File: src/rtl/alu_result_serializer.sv
// Captures an ALU result plus status flags on start and streams them out one byte
// per valid/ready handshake, optionally followed by a flag byte.
module alu_result_serializer #(
   parameter int DATA_W        = 32,
   parameter int MSB_FIRST     = 1,
   parameter int INCLUDE_FLAGS = 1
) (
   input  logic              clk,
   input  logic              rst_n,
   input  logic              start,
   input  logic [DATA_W-1:0] result_in,
   input  logic [3:0]        flags_in,
   output logic [7:0]        byte_out,
   output logic              byte_valid,
   input  logic              byte_ready,
   output logic              byte_last,
   output logic              busy,
   output logic              done,
   output logic              overrun
);

   localparam int NUM_BYTES = DATA_W / 8 + ((INCLUDE_FLAGS != 0) ? 1 : 0);
   localparam int CNT_W     = $clog2(NUM_BYTES + 1);
   localparam logic [CNT_W-1:0] LAST_IDX = CNT_W'(NUM_BYTES - 1);

   typedef enum logic {
      IDLE,
      SEND
   } state_t;

   state_t            state, state_next;
   logic [DATA_W-1:0] shadow;
   logic [3:0]        flags_sh;
   logic [CNT_W-1:0]  cnt;
   logic              accept;
   logic              xfer;
   logic              at_last;

   assign at_last = (cnt == LAST_IDX);

   always_comb begin
      // NOTE: every output of this block gets a default first, so no path can infer a latch.
      state_next = state;
      accept     = 1'b0;
      xfer       = 1'b0;
      byte_valid = 1'b0;
      byte_out   = '0;
      byte_last  = 1'b0;
      busy       = 1'b0;
      case (state)
         IDLE: begin
            if (start) begin
               accept     = 1'b1;
               state_next = SEND;
            end
         end
         SEND: begin
            busy       = 1'b1;
            byte_valid = 1'b1;
            byte_last  = at_last;
            xfer       = byte_ready;
            // The shadow is shifted on each transfer, so the outgoing byte sits at a fixed end.
            if (INCLUDE_FLAGS != 0 && at_last)
               byte_out = {4'b0000, flags_sh};
            else if (MSB_FIRST != 0)
               byte_out = shadow[DATA_W-1 -: 8];
            else
               byte_out = shadow[7:0];
            if (xfer && at_last)
               state_next = IDLE;
         end
         default: state_next = IDLE;
      endcase
   end

   always_ff @(posedge clk) begin
      // NOTE: sequential state uses non-blocking assignments so all registers update together.
      if (!rst_n) begin
         state    <= IDLE;
         // NOTE: the shadow is reset as well, so a truncated frame leaves no stale data behind.
         shadow   <= '0;
         flags_sh <= '0;
         cnt      <= '0;
         done     <= 1'b0;
         overrun  <= 1'b0;
      end else begin
         state <= state_next;
         done  <= xfer && at_last;
         if (accept) begin
            shadow   <= result_in;
            flags_sh <= flags_in;
            cnt      <= '0;
            overrun  <= 1'b0;
         end else begin
            if (xfer) begin
               cnt <= cnt + CNT_W'(1);
               if (MSB_FIRST != 0)
                  shadow <= shadow << 8;
               else
                  shadow <= shadow >> 8;
            end
            if (start && state == SEND)
               overrun <= 1'b1;
         end
      end
   end

endmodule

File: config.mk
export PLATFORM = sky130hd
export DESIGN_NAME = alu_result_serializer
export DESIGN_NICKNAME = d
export VERILOG_FILES = /design/src/rtl/alu_result_serializer.sv
export SDC_FILE = /design/constraint.sdc
export NUM_CORES = 1
export LEC_CHECK = 0
export BUFFER_PORTS_ARGS = -buffer_cell sky130_fd_sc_hd__buf_2
export CORE_ASPECT_RATIO = 2
export CORE_MARGIN = 5
export CORE_UTILIZATION = 51
export DETAILED_ROUTE_END_ITERATION = 8
export GPL_TIMING_DRIVEN = 0
export HOLD_SLACK_MARGIN = 0.03
export PLACE_DENSITY_LB_ADDON = 0.12
export SYNTH_ARGS = -nofsm -noshare
export SYNTH_HDL_FRONTEND = slang
export SYNTH_SLANG_ARGS = --single-unit
File: constraint.sdc
create_clock -name clk -period 1.6 [get_ports clk]
set_input_delay 0.24 -clock clk [delete_from_list [all_inputs] [get_ports clk]]
set_output_delay 0.24 -clock clk [all_outputs]
set_load 0.02 [all_outputs]
# Word level (Yosys, flattened, before mapping)
# Index checks and enable logic that the tools add are counted.
[totals] ff_bits=42 input_bits=40 word_cells=26 output_inout_bits=13
[classes] reduce_logical=5 bitwise_logic=2 n_eq_ne=1 muxes=11 n_addsub=1
[op_table] cell="2-to-1 mux 32 bit" count=2
[op_table] cell="2-to-1 mux 8 bit" count=2
[op_table] cell="2-to-1 mux 1 bit" count=6
[op_table] cell="adder 3 x 1 -> 3 bit (second input constant)" count=1
[op_table] cell="equality test 3 bit (second input constant)" count=1
[op_table] cell="logical AND 1 bit" count=3
[op_table] cell="inverter 1 bit" count=2
[op_table] cell="case mux 1 bit (2 select lines)" count=1
[op_table] cell="nonzero test 2 bit" count=1
[op_table] cell="OR reduction 2 bit" count=1

# Logic depth before layout (Yosys ltp)
# Gate-level depths: netlist of run 1.
[logic_depth] depth_word=4 ltp_mapped=5 ltp_nobuf=5

# Worst setup path before layout of run 1
# Ideal clock, no wire load.
[synth_path] path_kind="flip-flop to output port" startpoint="register cnt[0]" endpoint="output byte_out[0]" path_slack_ns=-0.018 path_buffers=0 path_stages_with_launch=6 arrival_ns=1.378 required_ns=1.360 path_cell_list="dfxtp_1 > inv_1 > ha_1 > nand2_1 > nand2_1 > a21boi_0"
[synth_between] elab_chain_cells=3
[synth_lines] item="from (decl)" line_no="34" text="logic [CNT_W-1:0] cnt;"
[synth_lines] item="from (signal assigned)" line_no="96" text="cnt <= cnt + CNT_W'(1);"
[synth_lines] item="equality test 3 bit" line_no="39" text="assign at_last = (cnt == LAST_IDX);"
[synth_lines] item="2-to-1 mux 8 bit" line_no="63" text="if (INCLUDE_FLAGS != 0 && at_last)"
[synth_lines] item="2-to-1 mux 8 bit" line_no="50" text="case (state)"
[synth_lines] item="to (decl)" line_no="13" text="output logic [7:0] byte_out,"
# Every way passes these cells.

# Worst setup path after layout of run 1
[layout_path] startpoint="register cnt[0]" endpoint="output byte_out[2]"
# Same word-level chain as after synthesis.

==> out/summary.txt, run 1 <==
Run status: finished, final reports clean
Path category of the worst min-delay check: primary input to flip-flop
Total length of routed wires: 4460 um
Proportion of netlist area held by the largest area contributor: 46.3%
Overall global routing resource usage: 20.1%
Post-synthesis sequential area ratio: 46.3%
Post-Synth Simple-Gate Area: 22.7%
Filler Cells Inserted: 314
Number of buffers added by the clock tree synthesis step: 5
Max clock buf depth: 2
Count of boundary I/O pins: 53
Synthesized-area fraction occupied by ao, oa, aoi and oai cells: 21.0%
WP data required: 1.36 ns
# Max-Cap Violations: 0
Ys Warns: 0
Final-report hold violation count: 0
First-pass DRT Iterations: 4
Floorplan core area: 3420 um^2
Leading cell types by total area after synthesis: sky130_fd_sc_hd__dfxtp_1, sky130_fd_sc_hd__nand2_1, sky130_fd_sc_hd__a31oi_1, sky130_fd_sc_hd__o21ai_0, sky130_fd_sc_hd__a21boi_0
VDD IR-drop max: 0.733 mV
Mapped Nets: 277
Worst stage delay on the critical path: 0.33 ns
Final period util: 99.2%
Final Net Count: 340
Mux share of post-synthesis cell area: 0.552%
TritonCTS sink count: 42
Launch point of the worst path: cnt[0]
Switch Pwr: 572 uW
Worst Path Max Fanout: 8
Crit start category: flip-flop
Worst r2r dst: shadow[10]
CTS H-tree depth: 2
Count of buffering cells on the critical path with inverters included: 2
Number of cells on the worst reg-to-reg path: 4
Clock network fraction of total power: 35.5%
Critical-path cell with the highest stage delay: sky130_fd_sc_hd__dfxtp_2
R2r startpoint: state
Number of antenna violations at the first check in global routing: 0
Clock input transition at the sequential cells of the worst setup and hold paths: 0.08 ns
CP Depth: 5
Maximum number of pins on one net before global-route repair: 13
Final Worst Setup Slack: 0.0127 ns
Post-placement setup slack: 0.0347 ns
Gate family responsible for the most delay along the worst path: flip-flops
Post-Syn Area per Cell: 7.72 um^2
Number of inserted diodes: 0
Number of vias in the routed layout: 1772
Final weighted congestion in routability-driven placement: 0.814
Vias per Instance: 5.12
Library cell occupying the most area in the post-synthesis netlist: sky130_fd_sc_hd__dfxtp_1
Later-pin clock latency in the skew report: 0.28 ns
Max transition margin: 71.1%
Number of global-route vias before repair: 1687
Endpoint of the worst setup timing path: byte_out[2]
Fmax: 630 MHz
Cell-internal power: 1790 uW
Avg WL per Cell: 12.9 um
RSZ-0062 raised after global routing: true
Endpoint class of the critical path: output port
Comb power frac: 15.2%
Internal reg-to-reg setup slack: 0.37 ns
DP HPWL: 3310 um
Leakage power summed over all cells: 0.000990 uW
Total of buffers placed on input and output ports: 52
Die Height: 94.4 um
Total setup violations reported at the end of the flow: 0
Final critical delay including setup and external delays: 1.59 ns
First-iteration detailed-routing DRC count: 24
Sequential power share: 49.3%
Combinational family with the most area after synthesis: simple AND/OR/NAND/NOR gates
CTS tree: yes
Transition at the pin with the smallest max-transition slack: 0.433 ns
Switching share of total power: 24.3%
Critical Path, Cell by Cell: inv_2, ha_4, nand3_1, a21boi_2, buf_6
Global-route wire length before repair: 7530 um
Layout Skew: 0.00459 ns
Crit Path Class: flip-flop to output port
Fraction of final layout cells sized beyond drive strength 1: 32.6%
Area share of xor/xnor cells in the synthesized design: 0.966%
Area of the die: 4920 um^2
Overall die width: 52.2 um
Data arrival, critical path: 1.35 ns
Total number of placement rows: 30
Number of cells produced by synthesis: 235
Cell area after synthesis: 1810 um^2
Final count of pins violating max slew: 0
Share of the core filled with cells: 70.5%
Clock root buffer: sky130_fd_sc_hd__clkbuf_8
Number of remaining DRC errors: 0
Power per cell area: 978 nW/um^2
Number of nets still failing antenna checks after routing: 0
Growth of design area from synthesis to finish: 32.8%
Number of register bits inferred by synthesis: 42
Adder-Cell Fraction of Synth Area: 1.38%
GRT Residual Overflow: 0
Post-synthesis cell type count: 20
Initial Utilization: 53.1%
==> synth_stat cells, drive strengths merged <==
master / instances
a21boi: 8
nand3: 8
ha: 2
a31oi: 24
nand2: 81
clkbuf: 9
a21oi: 10
buf: 10
dfxtp: 42
xnor2: 1
nor2b: 3
o21ai: 24
and3: 5
nand2b: 1
nor2: 3
xor2: 1
inv: 2
mux2i: 1
==> routing by layer <==
metal  vias up  GRT usage, %  share of wire (%)
met3         5          3.95                4.3
met4         0          6.82                1.1
li1        920             -                  -
met1       801          21.0                 37
met2        46          38.1                 57
met5         -             0                  0
==> sequential cells by signal, summed over array words and instances, names as in the netlist <==
name,count
overrun,1
shadow,32
cnt,3
flags_sh,4
done,1
state,1
==> per-stage QoR <==
step / area (um^2) / hold WS [ns] / power (uW) / cells / TNS, ns
floorplan: 1810 / 0.376 / 1400 / 235 / 0
global placement: 2130 / 0.440 / 1510 / 335 / 0
detailed placement: 2130 / 0.445 / 1520 / 335 / 0
CTS: 2290 / 0.177 / 2360 / 343 / 0
global route: 2410 / 0.177 / 2490 / 346 / -0.165
finish: 2410 / 0.184 / 2360 / 346 / 0
==> repair_timing <==
item | 4_1_cts | 5_1_grt
gates cloned | 1 | 0
pin swaps | 1 | 9
hold buffers | 0 | 0
setup buffers | 1 | 3
setup endpoints to repair | 9 | 9
resized for setup | 13 | 30
==> cells in the final DEF, fill, tap and decap left out, types with 2 or more instances in the layout <==
cell,n
sky130_fd_sc_hd__buf_4,12
sky130_fd_sc_hd__dfxtp_1,38
sky130_fd_sc_hd__a21oi_1,10
sky130_fd_sc_hd__a21boi_2,4
sky130_fd_sc_hd__nor2_1,3
sky130_fd_sc_hd__clkbuf_1,7
sky130_fd_sc_hd__a21boi_0,4
sky130_fd_sc_hd__clkbuf_8,6
sky130_fd_sc_hd__nand3_1,6
sky130_fd_sc_hd__nor2b_1,3
sky130_fd_sc_hd__nand3_2,2
sky130_fd_sc_hd__inv_2,2
sky130_fd_sc_hd__a31oi_1,24
sky130_fd_sc_hd__nand2_2,4
sky130_fd_sc_hd__nand2_1,76
sky130_fd_sc_hd__buf_6,9
sky130_fd_sc_hd__buf_2,45
sky130_fd_sc_hd__o21ai_0,24
sky130_fd_sc_hd__and3_4,4
sky130_fd_sc_hd__nand2_4,2
sky130_fd_sc_hd__dfxtp_2,3
==> kinds of logic (layout without fill, tap and decap cells) <==
kind of cell,after synthesis,in the layout
simple gates,101,102
compound gates,66,66
flops,42,42
fa+ha+maj,2,2
mux,1,1
buf+inv,21,83
xor+xnor,2,2
==> how the worst min path moves through the flow <==
stage	startpoint	to	cells past startpoint
after global routing	result_in[5]	shadow[5]	3
after CTS	result_in[4]	shadow[4]	3
after floorplan	result_in[0]	shadow[0]	2
final	result_in[6]	shadow[6]	3
after detailed placement	shadow[3]	shadow[3]	2
after global placement	shadow[7]	shadow[7]	2
==> worst register-to-register path, stage by stage, from the launching register on <==
cell and delay (ns):
sky130_fd_sc_hd__dfxtp_4 0.39, sky130_fd_sc_hd__nand2_1 0.15, sky130_fd_sc_hd__clkbuf_1 0.32, sky130_fd_sc_hd__o21ai_0 0.15, sky130_fd_sc_hd__a31oi_1 0.15
==> cell type report <==
type | count | area, um^2 | share of cell area, %
flip-flops and latches | 42 | 848 | 35.2
multi-input cells | 173 | 931 | 38.6
inverters | 2 | 7.51 | 0.312
clock inverters | 1 | 30.0 | 1.25
plain buffers | 18 | 121 | 5.04
clock buffers | 6 | 82.6 | 3.43
repair buffers | 56 | 329 | 13.7
well taps | 48 | 60.1 | 2.49
==> power groups by stage <==
stage / registers, uW / logic [uW] / clock network [uW]
final: 1160 / 357 / 837
after global routing: 1170 / 407 / 909
after CTS: 1160 / 342 / 860
after detailed placement: 1180 / 333 / 0
after global placement: 1180 / 327 / 0
after floorplan: 1180 / 219 / 0
No activity file was read; power rests on OpenSTA's default activity.
==> run 2, diff against run 1 <==
PLACE_DENSITY = 0.79   (was default)
PLACE_DENSITY_LB_ADDON = default   (was 0.12)
clock period = 1.5 ns   (was 1.6 ns; I/O delays follow)
==> out/summary.txt, run 2 (synthesized netlist as in run 1, its figures left out) <==
Number of buffers added by the clock tree synthesis step: 5 (unchanged)
WP data required: 1.27 ns (was 1.36 ns)
Critical Path, Cell by Cell: inv_2, ha_4, nand3_2, a21boi_1, buf_4 (was inv_2, ha_4, nand3_1, a21boi_2, buf_6)
Crit start category: flip-flop (unchanged)
Global-route wire length before repair: 7520 um (was 7530 um)
Power per cell area: 1040 nW/um^2 (was 978 nW/um^2)
Number of antenna violations at the first check in global routing: 0 (unchanged)
Number of nets still failing antenna checks after routing: 0 (unchanged)
Layout Skew: 0.00564 ns (was 0.00459 ns)
Maximum number of pins on one net before global-route repair: 13 (unchanged)
Clock root buffer: sky130_fd_sc_hd__clkbuf_8 (unchanged)
Max transition margin: 68.5% (was 71.1%)
Floorplan core area: 3420 um^2 (unchanged)
Hold Slack: 0.162 ns (was 0.184 ns)
Clock input transition at the sequential cells of the worst setup and hold paths: 0.08 ns (about the same)
CTS H-tree depth: 2 (unchanged)
Total of buffers placed on input and output ports: 52 (unchanged)
Later-pin clock latency in the skew report: 0.29 ns (was 0.28 ns)
Transition at the pin with the smallest max-transition slack: 0.473 ns (was 0.433 ns)
Violations in the final reports: setup timing
Post-detailed-placement cell area: 2130 um^2 (unchanged)
# Max-Cap Violations: 0 (unchanged)
Commonest non-fill, non-tap cell in the layout: sky130_fd_sc_hd__nand2_1 (unchanged)
Number of inserted diodes: 0 (unchanged)
Total length of routed wires: 4600 um (was 4460 um)
Avg WL per Cell: 13.3 um (was 12.9 um)
Number of remaining DRC errors: 0 (unchanged)
Number of cells on the worst reg-to-reg path: 4 (unchanged)
Final Net Count: 339 (was 340)
Number of vias in the routed layout: 1775 (was 1772)
Share of the core filled with cells: 70.0% (was 70.5%)
Final count of pins violating max slew: 0 (unchanged)
TritonCTS sink count: 42 (unchanged)
RSZ-0062 raised after global routing: true (unchanged)
Registers with the highest flip-flop counts: shadow x32, flags_sh x4, cnt x3 (unchanged)
Number of cells in the design after placement: 335 (unchanged)
Run status: complete, but fails checks (was finished, final reports clean)
Fraction of final layout cells sized beyond drive strength 1: 31.2% (was 32.6%)
Number of global-route vias before repair: 1720 (was 1687)
Critical-path cell with the highest stage delay: sky130_fd_sc_hd__dfxtp_2 (unchanged)
Leading cell types in the layout, fill and taps excluded: sky130_fd_sc_hd__nand2_1, sky130_fd_sc_hd__buf_2, sky130_fd_sc_hd__dfxtp_1 (unchanged)
Hold-critical path depth: 3 (unchanged)
Crit Path Class: flip-flop to output port (unchanged)
Data arrival, critical path: 1.36 ns (was 1.35 ns)
Most flops, register: shadow (unchanged)
Vias per Instance: 5.13 (was 5.12)
Worst stage delay on the critical path: 0.33 ns (about the same)
Fmax: 632 MHz
Gate family responsible for the most delay along the worst path: flip-flops (unchanged)
Overall die width: 52.2 um (unchanged)
First-iteration detailed-routing DRC count: 42 (was 24)
Finished Layout Cells: 346 (unchanged)
Final weighted congestion in routability-driven placement: 0.796 (was 0.814)
Path category of the worst min-delay check: primary input to flip-flop (unchanged)
Die Height: 94.4 um (unchanged)
Worst Path Max Fanout: 8 (unchanged)
Total number of placement rows: 30 (unchanged)
Count of buffering cells on the critical path with inverters included: 2 (unchanged)
Final period util: 105%
DP HPWL: 3310 um (about the same)
CTS tree: yes (unchanged)
VDD IR-drop max: 1.08 mV (was 0.733 mV)
Post-route cell area: 2390 um^2 (was 2410 um^2)
Final Worst Setup Slack: -0.0818 ns (was 0.0127 ns)
Growth of design area from synthesis to finish: 31.9% (was 32.8%)
Count of boundary I/O pins: 53 (unchanged)
Initial Utilization: 53.1% (unchanged)
Filler Cells Inserted: 316 (was 314)
Overall global routing resource usage: 20.6% (was 20.1%)
Leakage power summed over all cells: 0.000980 uW (was 0.000990 uW)
Max clock buf depth: 2 (unchanged)
First-pass DRT Iterations: 4 (unchanged)
CP Depth: 5 (unchanged)
Endpoint class of the critical path: output port (unchanged)
GRT Residual Overflow: 0 (unchanged)
Final-report hold violation count: 0 (unchanged)
Area of the die: 4920 um^2 (unchanged)
Final critical delay including setup and external delays: 1.58 ns
Largest register FFs: 32 (unchanged)
Total setup violations reported at the end of the flow: 8 (was 0)
## run 2: power by group
part	switching [uW]	leakage (uW)	total, uW	internal, uW
clock	374	0.0000524	872	498
sequential	45.0	0.000347	1240	1200
combinational	207	0.000580	380	172
total	626	0.000980	2490	1870
## run 2: area by class of cell
type / instances / area [um^2] / share of cell area, %
sequential: 42 / 848 / 35.5
multi-input combinational: 173 / 928 / 38.8
buffer: 18 / 121 / 5.07
tap: 48 / 60.1 / 2.51
inverter: 2 / 7.51 / 0.314
timing repair buffer: 55 / 320 / 13.4
clock buffer: 7 / 76.3 / 3.19
clock inverter: 1 / 30.0 / 1.26
## run 2: final timing paths
path	start	endpoint	slack, ns
max	cnt[0]	byte_out[1]	-0.08
min	result_in[6]	shadow[6]	0.16
max reg2reg	state	shadow[17]	0.26
min reg2reg	shadow[3]	shadow[3]	0.46
## run 2: stage by stage
stage / power (uW) / TNS, ns / setup WS, ns
floorplan: 1490 / 0 / 0.0439
global placement: 1610 / -0.00853 / -0.00853
detailed placement: 1620 / -0.0471 / -0.0376
CTS: 2500 / -0.279 / -0.0570
global route: 2620 / -0.908 / -0.147
finish: 2490 / -0.367 / -0.0818
## run 2: worst reg2reg max path, delay by kind of cell, from the launching register on
kind            cells  cell delay (ns)
compound gates      2             0.30
buf+inv             1             0.32
flops               1             0.39
simple gates        1             0.16
## run 2: per-layer routing
layer	GRT usage (%)	wire (um)	vias up
met4	10.2	118	0
met2	39.5	2570	52
met5	0	0	-
met1	19.2	1640	794
met3	4.90	269	10
li1	-	-	919
## run 2: repair_timing
action                     in CTS  in global routing
cloned                          1                  0
gates resized for setup        36                  4
pin swaps                      10                  5
hold buffers                    0                  0
setup endpoints to repair       9                  9
setup buffers                   3                  0
==> run 3, diff against run 2 <==
CORE_UTILIZATION = 54   (was 51)
PLACE_DENSITY = 0.83   (was 0.79)
clock period = 1.9 ns   (was 1.5 ns; I/O delays follow)
==> out/summary.txt, run 3 (synthesized netlist as in run 1, its figures left out) <==
Most flops, register: shadow (unchanged)
Final Net Count: 336 (was 339)
Crit Path Class: flip-flop to output port (unchanged)
Growth of design area from synthesis to finish: 22.4% (was 31.9%)
Filler Cells Inserted: 283 (was 316)
Leakage power summed over all cells: 0.000951 uW (was 0.000980 uW)
Share of the core filled with cells: 69.6% (was 70.0%)
Number of global-route vias before repair: 1808 (was 1720)
Max transition margin: 71.0% (was 68.5%)
Number of buffers added by the clock tree synthesis step: 5 (unchanged)
Avg WL per Cell: 14.2 um (was 13.3 um)
First-iteration detailed-routing DRC count: 34 (was 42)
DP HPWL: 3430 um (was 3310 um)
Number of nets still failing antenna checks after routing: 0 (unchanged)
Multi-input logic area: 857 um^2 (was 928 um^2)
Global-route wire length before repair: 7700 um (was 7520 um)
Clock root buffer: sky130_fd_sc_hd__clkbuf_8 (unchanged)
Transition at the pin with the smallest max-transition slack: 0.434 ns (was 0.473 ns)
Final critical delay including setup and external delays: 1.77 ns
Switching share of total power: 27.0% (was 25.1%)
Path category of the worst min-delay check: primary input to flip-flop (unchanged)
Final-report hold violation count: 0 (unchanged)
Count of boundary I/O pins: 53 (unchanged)
Max clock buf depth: 2 (unchanged)
Commonest non-fill, non-tap cell in the layout: sky130_fd_sc_hd__nand2_1 (unchanged)
Die Height: 92.0 um (was 94.4 um)
Cell-internal power: 1360 uW (was 1870 uW)
Worst Path Max Fanout: 8 (unchanged)
Final weighted congestion in routability-driven placement: 0.836 (was 0.796)
Maximum number of pins on one net before global-route repair: 14 (was 13)
# Max-Cap Violations: 0 (unchanged)
Later-pin clock latency in the skew report: 0.30 ns (was 0.29 ns)
Power per cell area: 838 nW/um^2 (was 1040 nW/um^2)
Total of buffers placed on input and output ports: 52 (unchanged)
Clock network fraction of total power: 32.0% (was 35.0%)
First-pass DRT Iterations: 4 (unchanged)
Crit start category: flip-flop (unchanged)
Number of cells on the worst reg-to-reg path: 4 (unchanged)
Number of antenna violations at the first check in global routing: 0 (unchanged)
Comb power frac: 15.3% (was 15.2%)
Fraction of final layout cells sized beyond drive strength 1: 25.1% (was 31.2%)
Final count of pins violating max slew: 0 (unchanged)
Number of remaining DRC errors: 0 (unchanged)
GRT Residual Overflow: 0 (unchanged)
Clock input transition at the sequential cells of the worst setup and hold paths: 0.08 ns (about the same)
Registers with the highest flip-flop counts: shadow x32, flags_sh x4, cnt x3 (unchanged)
WP data required: 1.62 ns (was 1.27 ns)
Number of buffers inserted by hold repair at cts: 0 (unchanged)
Hold-critical path depth: 3 (unchanged)
Total negative setup slack: 0 ns (was -0.367 ns)
Total length of routed wires: 4640 um (was 4600 um)
VDD IR-drop max: 0.897 mV (was 1.08 mV)
Layout Skew: 0.00769 ns (was 0.00564 ns)
Run status: finished, final reports clean (was complete, but fails checks)
Data arrival, critical path: 1.49 ns (was 1.36 ns)
Switch Pwr: 502 uW (was 626 uW)
Largest register FFs: 32 (unchanged)
Register area: 842 um^2 (was 848 um^2)
Number of inserted diodes: 0 (unchanged)
Total setup violations reported at the end of the flow: 0 (was 8)
Number of vias in the routed layout: 1799 (was 1775)
CTS tree: yes (unchanged)
Leading cell types in the layout, fill and taps excluded: sky130_fd_sc_hd__nand2_1, sky130_fd_sc_hd__buf_2, sky130_fd_sc_hd__dfxtp_1 (unchanged)
Fmax: 565 MHz
Endpoint class of the critical path: output port (unchanged)
Vias per Instance: 5.52 (was 5.13)
Sequential power share: 52.7% (was 49.8%)
Overall global routing resource usage: 21.0% (was 20.6%)
Area of the die: 4690 um^2 (was 4920 um^2)
Total number of placement rows: 29 (was 30)
Initial Utilization: 56.8% (was 53.1%)
RSZ-0062 raised after global routing: false (was true)
TritonCTS sink count: 42 (unchanged)
CTS H-tree depth: 2 (unchanged)
Floorplan core area: 3190 um^2 (was 3420 um^2)
Final period util: 93.2%
Overall die width: 51.0 um (was 52.2 um)
## run 3: critical path: stages (launching register included)
cell,delay (ns)
sky130_fd_sc_hd__dfxtp_1,0.32
sky130_fd_sc_hd__inv_1,0.10
sky130_fd_sc_hd__ha_2,0.28
sky130_fd_sc_hd__nand2_1,0.13
sky130_fd_sc_hd__and3_1,0.21
sky130_fd_sc_hd__buf_2,0.15
## run 3: path summary, 6_finish.rpt
| kind | start | end | slack [ns] |
|---|---|---|---|
| worst min register to register | shadow[0] | shadow[0] | 0.45 |
| worst min-delay path | result_in[4] | shadow[4] | 0.21 |
| worst max-delay path | cnt[0] | byte_out[5] | 0.13 |
| worst max register to register | state | shadow[9] | 0.58 |
## run 3: layout make-up
type	instances	area share (%)
Multi-Input combinational cell	173	38.6
Sequential cell	42	37.9
Timing Repair Buffer	52	11.8
Buffer	18	5.30
Clock buffer	6	3.72
Tap cell	31	1.75
Clock inverter	2	0.563
Inverter	2	0.338
## run 3: per-layer routing
layer  global-route usage (%)  vias to the layer above  part of all wire, %
met1                     20.4                      831                   36
met4                     11.5                        0                  2.4
met2                     38.6                       47                   57
li1                         -                      911                    -
met3                     4.55                       10                  4.8
met5                        0                        -                    0
## run 3: repair_timing
item | CTS | global route
gates cloned | 1 | 0
buffers inserted | 0 | 0
endpoints found under the setup margin | 4 | 3
pin swaps | 0 | 0
gates resized for setup | 4 | 3
## run 3: power by group through the flow
stage,clock network (uW),logic [uW],registers (uW)
2_1_floorplan,0,183,991
3_3_place_gp,0,273,995
3_5_place_dp,0,280,999
4_1_cts,605,286,979
5_1_grt,647,320,988
6_report,596,285,980
## run 3: metrics by stage
step           hold WS [ns]  cells  power (uW)  cell area [um^2]  setup WS [ns]
2_1_floorplan         0.421    235        1170              1810          0.237
3_3_place_gp          0.439    318        1270              2110          0.203
3_5_place_dp          0.445    318        1280              2110          0.170
4_1_cts               0.212    327        1870              2220         0.0736
5_1_grt               0.217    326        1960              2220         0.0229
6_report              0.214    326        1860              2220          0.130
